===== config.mk =====
export PLATFORM = sky130hd
export DESIGN_NAME = mac_accum_param_1
export DESIGN_NICKNAME = d
export VERILOG_FILES = /design/src/rtl/mac_accum_param_1.sv
export SDC_FILE = /design/constraint.sdc
export NUM_CORES = 1
export LEC_CHECK = 0
export BUFFER_PORTS_ARGS = -buffer_cell sky130_fd_sc_hd__buf_2
export CAP_MARGIN = 20
export CORE_ASPECT_RATIO = 0.5
export CORE_MARGIN = 2
export CORE_UTILIZATION = 52
export CTS_CLUSTER_DIAMETER = 30
export DETAILED_ROUTE_END_ITERATION = 12
export PLACE_DENSITY = 0.79
export REMOVE_ABC_BUFFERS = 1
export SLEW_MARGIN = 30
export SYNTH_ARGS = -nofsm -noshare
export SYNTH_HDL_FRONTEND = slang
export SYNTH_SLANG_ARGS = --single-unit

===== constraint.sdc =====
create_clock -name clock -period 6.4 [get_ports clock]
set_input_delay 0.32 -clock clock [delete_from_list [all_inputs] [get_ports clock]]
set_output_delay 0.32 -clock clock [all_outputs]
set_load 0.005 [all_outputs]

===== src/rtl/mac_accum_param_1.sv =====
// mac_accum_param_1
//   Three-stage signed multiply-accumulate for one convolution lane.
//   Accumulates KERNEL_TERMS pixel*weight products per output window and
//   publishes each finished sum on `result`, held until the next window
//   completes. The downstream ReLU/truncation stage samples `result` when
//   `count_sload==2`.
//
//   Optional feature macro: MAC_BIAS_EN
//     defined   -> `bias` port exists. The first term of each window loads
//                  product + (sext(bias) << 12), which puts the bias on the
//                  Q.12 grid used downstream.
//     undefined -> no `bias` port. The first term loads the product only.
//
// Ports
//   clock        rising-edge clock
//   reset        asynchronous, active-low reset
//   enable       pipeline advance; low freezes every register
//   in_valid     data_in/weight_in carry a term this cycle
//   data_in      signed pixel            [DATA_WIDTH]
//   weight_in    signed weight           [DATA_WIDTH]
//   bias         signed bias, MAC_BIAS_EN only [DATA_WIDTH]
//   result       signed window sum, held [ACCUM_DATA_WIDTH]
//   count_sload  terms absorbed into the current window [COUNT_SLOAD_BITWIDTH]
//   result_valid one-cycle pulse when result updates
//
//   Pipeline: S1 registers the operands, S2 registers the product,
//   S3 accumulates. A term accepted at edge E reaches the accumulator at E+2.
//   KERNEL_TERMS must lie in 3 .. 2**COUNT_SLOAD_BITWIDTH-1.

module mac_accum_param_1 #(
  parameter int DATA_WIDTH           = 16,
  parameter int ACCUM_DATA_WIDTH     = 44,
  parameter int COUNT_SLOAD_BITWIDTH = 4,
  parameter int KERNEL_TERMS         = 9
) (
  input  logic                               clock,
  input  logic                               reset,
  input  logic                               enable,
  input  logic                               in_valid,
  input  logic signed [DATA_WIDTH-1:0]       data_in,
  input  logic signed [DATA_WIDTH-1:0]       weight_in,
`ifdef MAC_BIAS_EN
  input  logic signed [DATA_WIDTH-1:0]       bias,
`endif
  output logic signed [ACCUM_DATA_WIDTH-1:0] result,
  output logic [COUNT_SLOAD_BITWIDTH-1:0]    count_sload,
  output logic                               result_valid
);

  localparam int PROD_W = 2 * DATA_WIDTH;
  localparam int AW     = ACCUM_DATA_WIDTH;
  localparam int CW     = COUNT_SLOAD_BITWIDTH;
  localparam int STAGES = 2;
  localparam logic [CW-1:0] LAST_IDX = CW'(KERNEL_TERMS - 1);
`ifdef MAC_BIAS_EN
  localparam int BIAS_SHIFT = 12;
`endif

  // ---------------------------------------------------------------------
  // Valid shift register. Bit 1 is the S1 valid and bit STAGES is the S2
  // valid. Bubbles travel down it as zeros.
  // ---------------------------------------------------------------------
  logic [STAGES:1] vld_pipe_d, vld_pipe_q;

  always_comb begin
    vld_pipe_d = vld_pipe_q;
    if (enable) vld_pipe_d = {vld_pipe_q[STAGES-1:1], in_valid};
  end

  // ---------------------------------------------------------------------
  // S1: operand capture. The operands are loaded only for a real term.
  // On a bubble the S1 valid bit clears and the stale operands are ignored.
  // ---------------------------------------------------------------------
  logic signed [DATA_WIDTH-1:0] a_d, a_q, b_d, b_q;
`ifdef MAC_BIAS_EN
  logic signed [DATA_WIDTH-1:0] bias1_d, bias1_q, bias2_d, bias2_q;
`endif

  always_comb begin
    a_d = a_q;
    b_d = b_q;
`ifdef MAC_BIAS_EN
    bias1_d = bias1_q;
`endif
    if (enable && in_valid) begin
      a_d = data_in;
      b_d = weight_in;
`ifdef MAC_BIAS_EN
      bias1_d = bias;
`endif
    end
  end

  // ---------------------------------------------------------------------
  // S2: registered full-width signed product. The bias travels alongside
  // the product so that it stays paired with its own term.
  // ---------------------------------------------------------------------
  logic signed [PROD_W-1:0] prod_full;
  logic signed [PROD_W-1:0] prod_d, prod_q;

  assign prod_full = a_q * b_q;

  always_comb begin
    prod_d = prod_q;
`ifdef MAC_BIAS_EN
    bias2_d = bias2_q;
`endif
    if (enable) begin
      prod_d = prod_full;
`ifdef MAC_BIAS_EN
      bias2_d = bias1_q;
`endif
    end
  end

  // ---------------------------------------------------------------------
  // S3: accumulate. Sums wrap modulo 2**AW.
  // ---------------------------------------------------------------------
  logic signed [AW-1:0] acc_d, acc_q;
  logic signed [AW-1:0] result_d, result_q;
  logic [CW-1:0]        term_idx_d, term_idx_q;
  logic [CW-1:0]        cnt_d, cnt_q;
  logic                 rv_d, rv_q;

  logic signed [AW-1:0] prod_ext;
  logic signed [AW-1:0] first_base;
  logic signed [AW-1:0] acc_base;
  logic signed [AW-1:0] acc_sum;
  logic                 last_term;

  assign prod_ext = {{(AW-PROD_W){prod_q[PROD_W-1]}}, prod_q};

`ifdef MAC_BIAS_EN
  assign first_base = {{(AW-DATA_WIDTH){bias2_q[DATA_WIDTH-1]}}, bias2_q} <<< BIAS_SHIFT;
`else
  assign first_base = '0;
`endif

  // The first term of a window discards the old accumulator. That term
  // starts from zero, or from the aligned bias when the bias is present.
  assign acc_base  = (term_idx_q == '0) ? first_base : acc_q;
  assign acc_sum   = acc_base + prod_ext;
  assign last_term = (term_idx_q == LAST_IDX);

  always_comb begin
    acc_d      = acc_q;
    result_d   = result_q;
    term_idx_d = term_idx_q;
    cnt_d      = cnt_q;
    rv_d       = rv_q;
    if (enable) begin
      // The result_valid pulse lasts one advancing cycle. With enable low
      // it holds its value like every other register.
      rv_d = 1'b0;
      if (vld_pipe_q[STAGES]) begin
        acc_d = acc_sum;
        if (last_term) begin
          result_d   = acc_sum;
          rv_d       = 1'b1;
          term_idx_d = '0;
          cnt_d      = '0;
        end else begin
          term_idx_d = term_idx_q + 1'b1;
          cnt_d      = term_idx_q + 1'b1;
        end
      end
    end
  end

  // ---------------------------------------------------------------------
  // State registers. The reset is asynchronous, so a window in progress is
  // dropped at once.
  // ---------------------------------------------------------------------
  always_ff @(posedge clock or negedge reset) begin
    if (!reset) begin
      vld_pipe_q <= '0;
      a_q        <= '0;
      b_q        <= '0;
      prod_q     <= '0;
      acc_q      <= '0;
      result_q   <= '0;
      term_idx_q <= '0;
      cnt_q      <= '0;
      rv_q       <= 1'b0;
`ifdef MAC_BIAS_EN
      bias1_q    <= '0;
      bias2_q    <= '0;
`endif
    end else begin
      vld_pipe_q <= vld_pipe_d;
      a_q        <= a_d;
      b_q        <= b_d;
      prod_q     <= prod_d;
      acc_q      <= acc_d;
      result_q   <= result_d;
      term_idx_q <= term_idx_d;
      cnt_q      <= cnt_d;
      rv_q       <= rv_d;
`ifdef MAC_BIAS_EN
      bias1_q    <= bias1_d;
      bias2_q    <= bias2_d;
`endif
    end
  end

  assign result       = result_q;
  assign count_sload  = cnt_q;
  assign result_valid = rv_q;

endmodule


# After elaboration in Yosys (flattened, before gate mapping)
# Index checks and enable logic that the tools add are counted.
# totals
ram_bits	0
regBits	159
wordCells	20
latchBits	0
rom_bits	0
mem_count	0
# classes
bitwise_logic	0
n_mul	1
mux	4
order_cmp	0
shift	0
add_sub_neg	2
div_mod_pow	0
n_reduce_logical	4
n_eq_ne	1
# op_table
op	n
adder 44 x 32 -> 44 bit	1
2-to-1 mux 44 bit	1
multiplier 16 x 16 -> 32 bit	1
adder 4 x 1 -> 4 bit, second input constant	1
== test 4 bit, second input constant	1
logical NOT 4 bit	1
2-to-1 mux 4 bit	1
AND reduction 3 bit	1
2-to-1 mux 1 bit	2
AND reduction 2 bit	1
logical AND 1 bit	1

# Logic depth before layout (Yosys ltp)
# Gate-level depths: netlist of the first run.
# depth
depth_word	3
mapped_depth	24
ltp_nobuf	23

# Worst setup path before layout of the first run
# OpenSTA, ideal clock, no wires.
# synth_path
path_kind	register to register
start	register a_q[15]
end	register prod_q[29]
path_buffers	1
setup_ps	125
path_stages_with_launch	21
synth_period_minus_slack_ps	6105
setup_slack_ps	295
required_time_ps	6275
t_arrival_ps	5980
path_cell_list	dfrtp_1 -> clkbuf_1 -> nand2_1 -> fa_1 -> inv_1 -> fa_1 -> inv_1 -> fa_1 -> fa_1 -> fa_1 -> fa_1 -> inv_1 -> ha_1 -> a21o_1 -> a21o_1 -> a21oi_1 -> nand3b_1 -> o21ai_0 -> o21ai_0 -> xor2_1 -> mux2_2
# synth_between
elab_chain_cells	1
# synth_rtl
element	line	rtl
start: declaration	74	logic signed [DATA_WIDTH-1:0] a_d, a_q, b_d, b_q;
start signal: assignment	177	a_q <= '0;
start signal: assignment	191	a_q <= a_d;
multiplier 16 x 16 -> 32 bit	101	assign prod_full = a_q * b_q;
end signal: assignment	193	prod_q <= prod_d;
end: declaration	99	logic signed [PROD_W-1:0] prod_d, prod_q;
# No other way between the ends.
# A chain may end at the register's enable or synchronous reset.

# Worst setup path in the final report of the first run
# layout_path
start	register b_q[4]
end	register prod_q[30]
# layout_between
elab_chain_cells	1
# layout_rtl
element	line	rtl
start: declaration	74	
start signal: assignment	178	b_q <= '0;
start signal: assignment	192	b_q <= b_d;
multiplier 16 x 16 -> 32 bit	101	
# No other way between the ends.

==> metrics.yaml, run 1 <==
cts_num_sinks: 159
clock_latency_ns: 0.45
timing.max_cap.violations: 0
fin_skew_ns: 0.0135
ys_seq_area_share_pct: 21.6
hpwl_um: 32500
synth_async_sr_flop_share_pct: 100
synthCells: 1941
drc: 0
grt_setup_unrepaired: "yes"
drive_gt1_share_pct: 13.9
vias: 13500
grt_pass1_vias: 14000
synth_edf_count: 0
regArea_sq_um: 3980
grt_overflow: 0
hold_path_class: "in2reg"
drt-pass1-iter-count: 5
ant_nets: 0
max_slew.worst_pin.slew_ns: 0.811
min_period_over_period_pct: 98.5
worst_ep_required_time_ns: 6.72
clk_path_buf_depth: 2
antenna_found_initial: 0
crit_arrival_ns: 6.63
wl_um: 41500
grt_use_total_pct: 23.9
finalSetupViolations: 0
finalHoldViolCount: 0
slew_headroom_pct: 46.0
clk_pin_slew_ns: 0.07
worstHoldStart: "weight_in[9]"
grt_pass1_wl_um: 70300
drt_iter0_drc: 855
grt_util_met1_pct: 31.9
cts_tree: "yes"
clock.fmax_mhz: 159
wire_per_inst_um: 16.6
post-route-min-period_ns: 6.30
cp-startpoint: "b_q[4]"
die_h_um: 137
multi_input_area_sq_um: 13000
synthFlopType: "dfrtp_1"
finalMaxSlewViolations: 0
r2r-start: "b_q[4]"
place_congestion: 0.886
fillerInstances: 2861
yosysUniqueCellTypes: 69
post_synth.cell_area_avg_sq_um: 9.49
grt_max_degree: 84
syn_area_sq_um: 18400
nNetsFinal: 2440
rows: 48
viasPerCell: 5.38
die-area_sq_um: 37000
gr-max-usage-layer: "met2"
ios: 85
final_common_cell: "inv_1"
crit_path_end_kind: "flip-flop"
worst_setup_path_start_kind: "flip-flop"
layout_common_cells: "321 x inv_1, 291 x nand2_1, 263 x fa_1"
fin_tns_setup_ns: 0
portBuffers: 84
start_util_pct: 53.1
fp.dieW_um: 270
syn_to_final_growth_pct: 9.17
grt.met2_usage_pct: 39.2
status: "finished clean"
htreeDepth: 4
criticalPathCategory: "reg2reg"
critPathMaxFanout: 9
design.core.area_sq_um: 34700
ys_ff_latch: 159
cts_setup_buffers: 0
diodes: 0
cts_root_buf: "clkbuf_16"
ys_warn_count: 0
cts_buffers: 17
use_met3_pct: 5.60
==> worst paths after layout <==
| path | end | slack [ns] | depth (start not counted) |
|---|---|---|---|
| min in group asynchronous | a_q[11] | 0.50 | 2 |
| worst max-delay path | prod_q[30] | 0.1 | 20 |
| worst min-delay path | b_q[9] | 0.10 | 2 |
| max in group asynchronous | acc_q[14] | 4.67 | 3 |
| worst min register to register | acc_q[14] | 0.47 | 2 |
| worst max register to register | prod_q[30] | 0.1 | 20 |
==> cell families after synthesis <==
family                   count (synthesis)  share of synthesized area, %
AO/OA/AOI/OAI                          243                          8.83
flip-flops                             159                          21.6
multiplexers                            91                          5.56
buffers and inverters                  394                          8.11
adder cells (fa/ha/maj)                390                          37.2
XOR/XNOR                                64                          3.04
AND/OR/NAND/NOR                        600                          15.7
==> synthesized netlist by cell type, types with 9 or more instances <==
cell type    n  area share (%)
fa_1       263              29
nor2b_1     48             1.6
nand3_1     22            0.60
nor3_1      14            0.38
and2_1     116             3.9
nand4_1     14            0.48
a21oi_1     66             1.8
ha_1       127             8.6
inv_1      321             6.5
dfrtp_1    159              22
nor2_1      52             1.1
o31ai_1     10            0.41
a21o_1      31             1.3
nand2_1    291             5.9
o21ai_0     50             1.4
a31oi_1     11            0.37
xor2_1      15            0.71
clkbuf_1    59             1.2
xnor2_1     49             2.3
and3_1       9            0.31
mux2_2      91             5.6
nand2b_1    11            0.37
==> metal layers <==
metal / up-vias / routed length, um
li1: 6284 / -
met1: 6708 / 18700
met2: 390 / 19200
met3: 78 / 2630
met4: 0 / 996
met5: - / 0
==> repair_timing <==
action / 4_1_cts / 5_1_grt
gates resized for setup: 0 / 11
hold endpoints to repair: 81 / 0
endpoints found under the setup margin: 0 / 6
hold buffers: 1 / 0
==> flip-flops by register name (all words and copies together), names as in the netlist <==
signal        count
b_q              16
count_sload       4
result           44
vld_pipe_q        2
prod_q           32
acc_q            44
a_q              16
result_valid      1
==> critical path, cell delays in order, from the launching register on <==
cell      delay [ns]
dfrtp_2         0.46
buf_4           0.20
and2_1          0.16
fa_1            0.55
inv_1           0.06
fa_1            0.47
inv_1           0.05
fa_1            0.50
fa_1            0.57
fa_1            0.43
fa_1            0.45
ha_1            0.39
a21oi_1         0.24
o22ai_1         0.10
o21ai_0         0.13
o21ai_0         0.15
o31ai_1         0.33
a21boi_1        0.20
o41ai_2         0.38
xnor2_1         0.12
mux2_2          0.27
==> per-stage QoR <==
| stage | cell area, sq um | hold slack [ns] | cells | worst slack [ns] | utilization [%] |
|---|---|---|---|---|---|
| finish | 20100 | 0.102 | 2502 | 0.0962 | 57.9 |
| global route | 20100 | 0.0889 | 2502 | -0.0752 | 57.9 |
| CTS | 20100 | 0.0876 | 2502 | 0.146 | 57.8 |
| detailed placement | 19500 | 0.414 | 2469 | 0.167 | 56.1 |
| global placement | 19500 | 0.415 | 2469 | 0.264 | 56.1 |
| floorplan | 18100 | 0.0244 | 1868 | 0.426 | - |
==> area by class of cell <==
| type | count | share of cell area, % |
|---|---|---|
| tap | 475 | 2.95 |
| sequential | 159 | 19.8 |
| clock buffer | 20 | 2.22 |
| multi-input combinational | 1388 | 64.7 |
| inverter | 321 | 5.99 |
| clock inverter | 12 | 0.622 |
| timing repair buffer | 127 | 3.76 |
Power of run 1 is left out: the tool's default activity adds up to more than one toggle a clock period on the data nets, which glitch-free logic cannot reach.
==> run 2, diff against run 1 <==
--- a/config.mk
+++ b/config.mk
@@ -12,7 +12,7 @@
 export CORE_UTILIZATION = 52
 export CTS_CLUSTER_DIAMETER = 30
 export DETAILED_ROUTE_END_ITERATION = 12
-export PLACE_DENSITY = 0.79
+export PLACE_DENSITY = 0.76
 export REMOVE_ABC_BUFFERS = 1
 export SLEW_MARGIN = 30
 export SYNTH_ARGS = -nofsm -noshare
==> constraint.sdc (replaced) <==
create_clock -name clock -period 7.3 [get_ports clock]
set_input_delay 0.365 -clock clock [delete_from_list [all_inputs] [get_ports clock]]
set_output_delay 0.365 -clock clock [all_outputs]
set_load 0.005 [all_outputs]
==> run 2 against run 1 <==
  * Clock skew up 0.0096 ns
  * Wire length up 2.8%
  * Worst setup slack better by 0.44 ns
  * Maximum frequency down 6.8%
  * First-iteration DRC count down 2.2%
  * Global-route usage up 0.69 points
  * Via count up 0.25%
  * Sequential share of layout area up 0.19 points
  * Utilization down 0.60 points
  * Critical path depth unchanged
  * Worst hold slack better by 0.035 ns
==> metrics.yaml, run 2 (synthesis gave the netlist of run 1 again) <==
path_common_cell: "fa_1"
drt-pass1-iter-count: 5
worst_setup_path_start_kind: "flip-flop"
final_common_cell: "inv_1"
hold_path_class: "in2reg"
finalMaxSlewViolations: 0
crit_path_end_kind: "flip-flop"
fin_skew_ns: 0.0231
wl_um: 42700
fin_tns_setup_ns: 0
r2r_slack_ns: 0.54
design.core.area_sq_um: 34700
timing.max_cap.violations: 0
ant_nets: 0
cts_buffers: 17
cp-startpoint: "b_q[7]"
critPathMaxFanout: 17
clock_latency_ns: 0.46
path_cells: "nand2_1, fa_1, inv_1, fa_1, inv_1, fa_1, inv_1, fa_1, fa_1, fa_1, ha_1, a21o_1, a21o_1, a21oi_1, a2bb2oi_1, a31oi_1, o21ai_0, a21boi_0, or3_1, a31o_2"
status: "finished clean"
grt_setup_unrepaired: "no"
grt_use_total_pct: 24.6
rows: 48
drive_gt1_share_pct: 12.2
die_h_um: 137
vias: 13500
crit_cells: 20
clk_pin_slew_ns: 0.08
place_ws_ns: 0.668
wire_per_inst_um: 17.3
drc: 0
portBuffers: 84
grt_pass1_vias: 14100
r2r_cells: 20
finalSetupViolations: 0
slew_headroom_pct: 36.0
path_delay_family: "adder cells"
cts_setup_buffers: 0
antenna_found_initial: 0
start_util_pct: 53.1
slowest_delay_ns: 0.79
layout_common_cells: "321 x inv_1, 291 x nand2_1, 263 x fa_1"
viasPerCell: 5.45
cp_num_buf_inv: 3
cts_resized: 0
clock.fmax_mhz: 148
post-route-min-period_ns: 6.76
criticalPathCategory: "reg2reg"
fillerInstances: 3046
grt_pass1_wl_um: 71800
cts_root_buf: "clkbuf_16"
cts_num_sinks: 159
final.setup.worst_slack_ns: 0.538
syn_to_final_growth_pct: 8.04
worst_ep_required_time_ns: 7.63
worstHoldStart: "data_in[1]"
diodes: 0
die-area_sq_um: 37000
fp.dieW_um: 270
finalCoreUtilization_pct: 57.3
r2r-start: "b_q[7]"
nNetsFinal: 2412
cts_hold_buf: 1
htreeDepth: 4
crit_arrival_ns: 7.09
hpwl_um: 33100
grt_max_degree: 67
grt_overflow: 0
cts_tree: "yes"
clk_path_buf_depth: 2
max_slew.worst_pin.slew_ns: 0.956
drt_iter0_drc: 836
finalHoldViolCount: 0
place_congestion: 0.891
ios: 85
whs_path_depth: 2
worst_path_max_delay_cell: "dfrtp_1"
min_period_over_period_pct: 92.6
run 2: layout make-up:
type	instances	area [sq um]	share of cell area [%]
Sequential cell	159	3980	20.0
Clock buffer	19	443	2.23
Timing Repair Buffer	99	542	2.72
Multi-Input combinational cell	1388	13000	65.1
Tap cell	475	594	2.99
Inverter	321	1200	6.05
Clock inverter	13	178	0.893
run 2: per-stage QoR:
stage / instances / area [sq um] / hold WS, ns
after detailed placement: 2441 / 19300 / 0.400
after floorplan: 1868 / 18100 / 0.0694
final: 2474 / 19900 / 0.137
after global routing: 2474 / 19900 / 0.132
after CTS: 2474 / 19900 / 0.126
after global placement: 2441 / 19300 / 0.396
run 2: path summary, 6_finish.rpt:
| kind | end |
|---|---|
| setup / recovery | prod_q[23] |
| hold / removal | a_q[1] |
| setup reg to reg | prod_q[23] |
| hold reg to reg | result[9] |
| max in group asynchronous | result[24] |
| min in group asynchronous | b_q[11] |
run 2: layer usage:
metal	GRT usage, %	routed length (um)	part of all wire, %
met5	0	0	0
met4	7.09	951	2.2
met3	4.91	2700	6.3
met2	39.9	19600	46
met1	33.8	19400	46
Power of run 2 is left out for the same reason.
